### config.mk
export PLATFORM = sky130hd
export DESIGN_NAME = output_sampler_flat
export DESIGN_NICKNAME = d
export VERILOG_FILES = /design/src/rtl/output_sampler_if.sv /design/src/rtl/output_sampler.sv /design/src/flat_wrapper.sv
export SDC_FILE = /design/constraint.sdc
export NUM_CORES = 1
export LEC_CHECK = 0
export ABC_AREA = 1
export CAP_MARGIN = 20
export CORE_ASPECT_RATIO = 1.1
export CORE_UTILIZATION = 60
export CTS_BUF_LIST = sky130_fd_sc_hd__clkbuf_8
export CTS_CLUSTER_SIZE = 16
export DETAILED_ROUTE_END_ITERATION = 8
export GPL_ROUTABILITY_DRIVEN = 1
export PLACE_DENSITY = 0.82
export REMOVE_ABC_BUFFERS = 1
export SYNTH_ARGS = -nofsm -noshare
export SYNTH_HDL_FRONTEND = slang
export SYNTH_SLANG_ARGS = --single-unit
### constraint.sdc
create_clock -name dut_clk -period 7.47 [get_ports dut_clk]
set_clock_uncertainty 0.15 [all_clocks]
set_input_delay 1.494 -clock dut_clk [delete_from_list [all_inputs] [get_ports dut_clk]]
set_output_delay 1.494 -clock dut_clk [all_outputs]
set_load 0.03 [all_outputs]
### src/rtl/output_sampler_if.sv
// Sampling bus between the DUT-output tap, the output_sampler and the result writer.
interface output_sampler_if #(
    parameter int unsigned DATA_WIDTH = 16,
    parameter int unsigned DEPTH      = 16
);
    logic                    enable;
    logic                    clear;
    logic [DATA_WIDTH-1:0]   dut_outputs;
    logic [DATA_WIDTH-1:0]   sample_data;
    logic [31:0]             sample_index;
    logic                    sample_valid;
    logic                    sample_ready;
    logic                    sample_tick;
    logic [$clog2(DEPTH):0]  fifo_count;
    logic                    overflow;

    modport master (
        output enable, clear, dut_outputs, sample_ready,
        input  sample_data, sample_index, sample_valid, sample_tick, fifo_count, overflow
    );

    modport slave (
        input  enable, clear, dut_outputs, sample_ready,
        output sample_data, sample_index, sample_valid, sample_tick, fifo_count, overflow
    );
endinterface

### src/rtl/output_sampler.sv
// Samples the DUT output bus at SAMPLE_FREQ via a drift-free phase accumulator into a FWFT FIFO.
// Define SAMPLER_TIMESTAMP_EN to store a 32-bit tick number with each sample.
module output_sampler #(
    parameter int unsigned DATA_WIDTH   = 16,
    parameter int unsigned DUT_CLK_FREQ = 100_000_000,
    parameter int unsigned SAMPLE_FREQ  = 1_000_000,
    parameter int unsigned DEPTH        = 16
) (
    input  logic            dut_clk,
    input  logic            reset,
    output_sampler_if.slave bus
);
    localparam int unsigned AccW = $clog2(DUT_CLK_FREQ) + 1;
    localparam int unsigned PtrW = $clog2(DEPTH);
    localparam int unsigned CntW = PtrW + 1;
`ifdef SAMPLER_TIMESTAMP_EN
    localparam int unsigned EntryW = DATA_WIDTH + 32;
`else
    localparam int unsigned EntryW = DATA_WIDTH;
`endif
    localparam logic [AccW-1:0] Modulus = AccW'(DUT_CLK_FREQ);
    localparam logic [AccW-1:0] Step    = AccW'(SAMPLE_FREQ);
    localparam logic [CntW-1:0] Full    = CntW'(DEPTH);
    localparam logic [0:0]      StIdle  = 1'b0;
    localparam logic [0:0]      StRun   = 1'b1;

    logic [0:0]        state_q, state_d;
    logic              run;
    logic [AccW-1:0]   acc_q, acc_d, acc_sum;
    logic              tick, push, pop, drop, full, empty;
    logic [EntryW-1:0] mem_q [DEPTH];
    logic [EntryW-1:0] entry_in, head;
    logic [PtrW-1:0]   wr_ptr_q, rd_ptr_q;
    logic [CntW-1:0]   count_q, count_d;
    logic              overflow_q;

    always_comb begin
        state_d = state_q;
        unique case (state_q)
            StIdle: if (bus.enable)  state_d = StRun;
            StRun:  if (!bus.enable) state_d = StIdle;
        endcase
    end

    // Tick is decided in the current cycle, so it follows the next state, not the registered one.
    assign run     = (state_d == StRun);
    assign acc_sum = acc_q + Step;
    assign tick    = run && (acc_sum >= Modulus);

    always_comb begin
        acc_d = acc_q;
        if (bus.clear)  acc_d = '0;
        else if (tick)  acc_d = acc_sum - Modulus;
        else if (run)   acc_d = acc_sum;
    end

    assign full  = (count_q == Full);
    assign empty = (count_q == '0);
    assign pop   = !empty && bus.sample_ready && !bus.clear;
    assign push  = tick && !bus.clear && (!full || pop);
    assign drop  = tick && !bus.clear && full && !pop;

    always_comb begin
        count_d = count_q;
        if (bus.clear)          count_d = '0;
        else if (push && !pop)  count_d = count_q + CntW'(1);
        else if (pop && !push)  count_d = count_q - CntW'(1);
    end

    always_ff @(posedge dut_clk or posedge reset) begin
        if (reset) begin
            state_q    <= StIdle;
            acc_q      <= '0;
            count_q    <= '0;
            wr_ptr_q   <= '0;
            rd_ptr_q   <= '0;
            overflow_q <= 1'b0;
        end else begin
            state_q <= state_d;
            acc_q   <= acc_d;
            count_q <= count_d;
            if (bus.clear) begin
                wr_ptr_q   <= '0;
                rd_ptr_q   <= '0;
                overflow_q <= 1'b0;
            end else begin
                if (push) wr_ptr_q <= wr_ptr_q + PtrW'(1);
                if (pop)  rd_ptr_q <= rd_ptr_q + PtrW'(1);
                if (drop) overflow_q <= 1'b1;
            end
        end
    end

    // Storage needs no reset: the read port is masked to zero whenever the FIFO is empty.
    always_ff @(posedge dut_clk) begin
        if (push) mem_q[wr_ptr_q] <= entry_in;
    end

    assign head = mem_q[rd_ptr_q];

`ifdef SAMPLER_TIMESTAMP_EN
    logic [31:0] tick_cnt_q, tick_cnt_d;

    always_comb begin
        tick_cnt_d = tick_cnt_q;
        if (bus.clear) tick_cnt_d = '0;
        else if (tick) tick_cnt_d = tick_cnt_q + 32'd1;
    end

    always_ff @(posedge dut_clk or posedge reset) begin
        if (reset) tick_cnt_q <= '0;
        else       tick_cnt_q <= tick_cnt_d;
    end

    assign entry_in         = {bus.dut_outputs, tick_cnt_q};
    assign bus.sample_data  = empty ? '0 : head[EntryW-1:32];
    assign bus.sample_index = empty ? '0 : head[31:0];
`else
    assign entry_in         = bus.dut_outputs;
    assign bus.sample_data  = empty ? '0 : head;
    assign bus.sample_index = '0;
`endif

    assign bus.sample_valid = !empty;
    assign bus.sample_tick  = tick;
    assign bus.fifo_count   = count_q;
    assign bus.overflow     = overflow_q;
endmodule

### src/flat_wrapper.sv
// flat-port wrapper written by rule: the top's interface ports become plain ports
module output_sampler_flat 
#(
    parameter int unsigned DATA_WIDTH   = 16,
    parameter int unsigned DUT_CLK_FREQ = 100_000_000,
    parameter int unsigned SAMPLE_FREQ  = 1_000_000,
    parameter int unsigned DEPTH        = 16
)
  (dut_clk, reset, bus_enable, bus_clear, bus_dut_outputs, bus_sample_ready, bus_sample_data, bus_sample_index, bus_sample_valid, bus_sample_tick, bus_fifo_count, bus_overflow);
  output_sampler_if #(.DATA_WIDTH(DATA_WIDTH), .DEPTH(DEPTH)) bus_i ();
  input  logic dut_clk;
  input  logic reset;
  input wire logic [$bits(bus_i.enable)-1:0] bus_enable;
  input wire logic [$bits(bus_i.clear)-1:0] bus_clear;
  input wire logic [$bits(bus_i.dut_outputs)-1:0] bus_dut_outputs;
  input wire logic [$bits(bus_i.sample_ready)-1:0] bus_sample_ready;
  output wire logic [$bits(bus_i.sample_data)-1:0] bus_sample_data;
  output wire logic [$bits(bus_i.sample_index)-1:0] bus_sample_index;
  output wire logic [$bits(bus_i.sample_valid)-1:0] bus_sample_valid;
  output wire logic [$bits(bus_i.sample_tick)-1:0] bus_sample_tick;
  output wire logic [$bits(bus_i.fifo_count)-1:0] bus_fifo_count;
  output wire logic [$bits(bus_i.overflow)-1:0] bus_overflow;
  assign bus_i.enable = bus_enable;
  assign bus_i.clear = bus_clear;
  assign bus_i.dut_outputs = bus_dut_outputs;
  assign bus_i.sample_ready = bus_sample_ready;
  assign bus_sample_data = bus_i.sample_data;
  assign bus_sample_index = bus_i.sample_index;
  assign bus_sample_valid = bus_i.sample_valid;
  assign bus_sample_tick = bus_i.sample_tick;
  assign bus_fifo_count = bus_i.fifo_count;
  assign bus_overflow = bus_i.overflow;
  output_sampler #(.DATA_WIDTH(DATA_WIDTH), .DUT_CLK_FREQ(DUT_CLK_FREQ), .SAMPLE_FREQ(SAMPLE_FREQ), .DEPTH(DEPTH)) u_core (.dut_clk(dut_clk), .reset(reset), .bus(bus_i));
endmodule
==> reports/results.txt <==
The flow ran to the end, and the final reports show no timing, DRC or antenna violations. The tools report the number of endpoints with negative hold slack in the final report as 0. The H-tree generated during clock tree synthesis spans 2 levels. Dividing the detail-routed via count by the number of cells gives 5.985. The number of global-route vias before repair is 9300. The logs give 105 for the maximum number of pins on one net before global-route repair and 0 for the residual antenna-violating net count after detailed routing. The required time of the worst setup path is 5.83 ns. The run gives 0 as the number of slew-limit violations in the final report.

The share of flip-flops with an asynchronous set or reset works out to 0.1233. The worst path needs 5.343 ns of the cycle, external delays included. In this run the count of I/O pins placed on the die edge is 77. Initial core utilization: 0.6189. The worst register-to-register path ends at u_core.mem_q[6][14]. The first TritonRoute pass finished after 5 iterations. For the worst setup path, the data arrival time is 3.70 ns. Clock sink total: 292. Static timing analysis puts the maximum clock frequency at 187.2 MHz.

The cell depth of the worst hold path came out at 2. The width of the die was 144.0 um; the antenna diode instance count was 0. The fraction of layout instances using a drive strength above 1 works out to 0.09850. Worst reg2reg path startpoint: u_core.acc_q[6].

After synthesis, the netlist uses 39 different library cells. The cell count after synthesis came out at 1243. Leaving out filler cells and counting taps, the final layout contains 1620. The setup TNS after final layout is 0 ns.

Among all stages on the critical path, the largest delay is contributed by sky130_fd_sc_hd__clkdlybuf4s50_1. Number of hold-repair buffers added at the cts stage: 0. The worst-case IR drop observed on VDD is 0.1547 mV. The setup check on the worst reg-to-reg path leaves a slack of 3.33 ns.

The tools report the startpoint of the worst hold path as u_core.bus.overflow. For the count of buffers added by post-CTS timing repair for setup, the log shows 0. The filler cells instantiated in the layout total 1565. The commonest non-fill, non-tap cell in the layout was sky130_fd_sc_hd__edfxtp_1. The path with the worst hold slack has its endpoint at u_core.bus.overflow. The most used flip-flop cell after synthesis is sky130_fd_sc_hd__edfxtp_1. The congestion estimate from routability-driven global placement came to 0.8900. Critical path class: flip-flop to output pin. The stage delay of the slowest cell on the critical path works out to 0.76 ns. Yosys mapped a number of flops with a built-in enable equal to 256. Walking the worst path, the cells encountered are clkinv_2 > buf_4 > o21ai_0 > o221ai_1 > nand3_1 > a21oi_1 > clkdlybuf4s50_1. The portion of the clock cycle consumed by the worst path in the final layout came out at 0.7153. The wire length per cell after detailed routing works out to 19.47 um.

Broken down by cell family, the worst path's largest delay share belongs to buffers and inverters. The worst setup path is captured at an output pin. For the DRC marker count from the first detailed-route iteration, the log shows 1043. The tools report the area used by sequential logic in the layout as 0.008593 mm2. Max-cap violations in this run came to 0. The total of buffers placed on input and output ports works out to 44.

The total global routing overflow is 0, and the full die area is 0.02279 mm2. The multi-input logic area was 0.004116 mm2. At the pin with the least slew margin, the transition time is 1.158 ns. Via count: 9695. The area growth from synthesis to layout is 11.48%. Total routing usage reported by global routing: 0.2834. The leakage power summed over all cells was 5.444 nW. The worst setup path is launched from a flip-flop.

The later pin in the worst-skew pair is clocked with a latency of 0.55 ns. The buffering stage count on the worst path with inverters included was 3; the number of placed instances, taps included was 1534. The floorplan step set the die height to 158.2 um. The number of cells on the worst reg-to-reg path is 17. The mean instance size in the synthesized netlist is 10.71 um2, and the number of gates resized after CTS is 0. For this block, the routed nets add up to 31550 um of wire. TritonCTS built the clock tree. The TritonCTS buffer count is 47.

The area of the mapped netlist is 0.01331 mm2, and the final-report setup violation count is 0. The peak fanout along the critical path is 58. Setup repair after global routing left no endpoint under its margin. The synthesized design contains 292 register bits.

The number of antenna violations at the first check in global routing is 0. The first global-routing pass estimated 48290 um of wire. The tightest min-delay check is of the flip-flop to flip-flop type. The sequential area share after synthesis is 0.6451. The warning count from the yosys run is 0, and the area of the core is 0.02151 mm2. Clock tree synthesis selected as its root buffer the cell sky130_fd_sc_hd__clkbuf_8. The logs give 0 for the DRC violation count after routing and 1331 for the number of nets in the layout.

Dividing total power by cell area gives a power density of 274.1 mW/mm2. The worst-case clock buffer depth is 3. In the layout the commonest cells are 256 x sky130_fd_sc_hd__edfxtp_1, 182 x sky130_fd_sc_hd__nor2_1, 166 x sky130_fd_sc_hd__nand2_1, 158 x sky130_fd_sc_hd__o21ai_0, 81 x sky130_fd_sc_hd__inv_1. Tightest slew margin relative to the limit: 0.2273. Detailed placement ended at an HPWL of 18340 um.

Clock-pin slew was measured on the worst setup and hold paths at 0.06 ns. The number of cell rows was 56.
kinds of logic after synthesis:
kind of cell    after synthesis  share of synthesized area
compound gates              278                     0.1211
fa+ha+maj                    13                    0.01278
simple gates                477                     0.1529
flops                       292                     0.6451
other cells                   1                  0.0002817
xor+xnor                     15                    0.01043
buf+inv                     167                    0.05742
metal layers:
layer	share of wire	GRT usage
met4	0.034	0.1236
met3	0.089	0.05233
met1	0.38	0.3547
met5	0	0
met2	0.50	0.4815
worst min-delay path, delay by kind of cell, from the launching register on:
kind / cells / cell delay (ns)
flops: 1 / 0.34
compound gates: 1 / 0.06
simple gates: 1 / 0.05
registers in the layout, summed over array words and instances, names as in the netlist:
register / cells
u_core.bus.overflow: 1
u_core.mem_q: 256
u_core.bus.fifo_count: 5
u_core.rd_ptr_q: 4
u_core.wr_ptr_q: 4
u_core.acc_q: 22
area by class of cell:
cell class | instances | area share
multi-input combinational | 815 | 0.2774
clock inverter | 34 | 0.01155
inverter | 73 | 0.01855
tap | 290 | 0.02445
clock buffer | 48 | 0.04451
timing repair buffer | 68 | 0.04460
sequential | 292 | 0.5790
through the flow:
step                worst slack (ns)  area, um2  power, mW  hold slack, ns  utilization
floorplan                     0.9367      12940      2.496          0.3402            -
detailed placement             2.615      13950      2.846          0.3348       0.6485
global placement               2.640      13920      2.812          0.3237       0.6473
finish                         2.127      14840      4.068          0.3443       0.6900
CTS                            2.074      14780      4.069          0.3501       0.6872
global route                   1.884      14840      4.240          0.4145       0.6900
synth_stat cells (all sizes together) (5+ instances only):
cell type	count	area share
edfxtp	256	0.58
nor2	206	0.062
dfrtp	36	0.068
nor3	8	0.0030
nand2	175	0.051
ha	12	0.011
inv	71	0.020
clkbuf	56	0.016
nand4	6	0.0033
o21ai	171	0.064
buf	38	0.021
nand3	79	0.031
xnor2	5	0.0033
xor2	10	0.0071
o221ai	48	0.032
a21oi	34	0.013
o22ai	22	0.010
report_power, final:
| part | leakage (nW) | total [mW] | switching (mW) | internal, mW |
|---|---|---|---|---|
| Sequential | 2.78 | 1.84 | 0.0405 | 1.80 |
| Clock | 0.502 | 1.24 | 0.608 | 0.632 |
| Combinational | 2.16 | 0.991 | 0.667 | 0.323 |
worst max path at each step:
stage	endpoint	startpoint	cells after the start
3_5_place_dp	bus_sample_tick	bus_enable	4
4_1_cts	bus_sample_data[15]	u_core.rd_ptr_q[0]	7
6_report	bus_sample_data[15]	u_core.rd_ptr_q[0]	7
3_3_place_gp	bus_sample_tick	bus_enable	4
5_1_grt	bus_sample_data[10]	u_core.rd_ptr_q[0]	9
2_1_floorplan	bus_sample_data[0]	u_core.rd_ptr_q[0]	7
(Power assumes the default switching activity.)
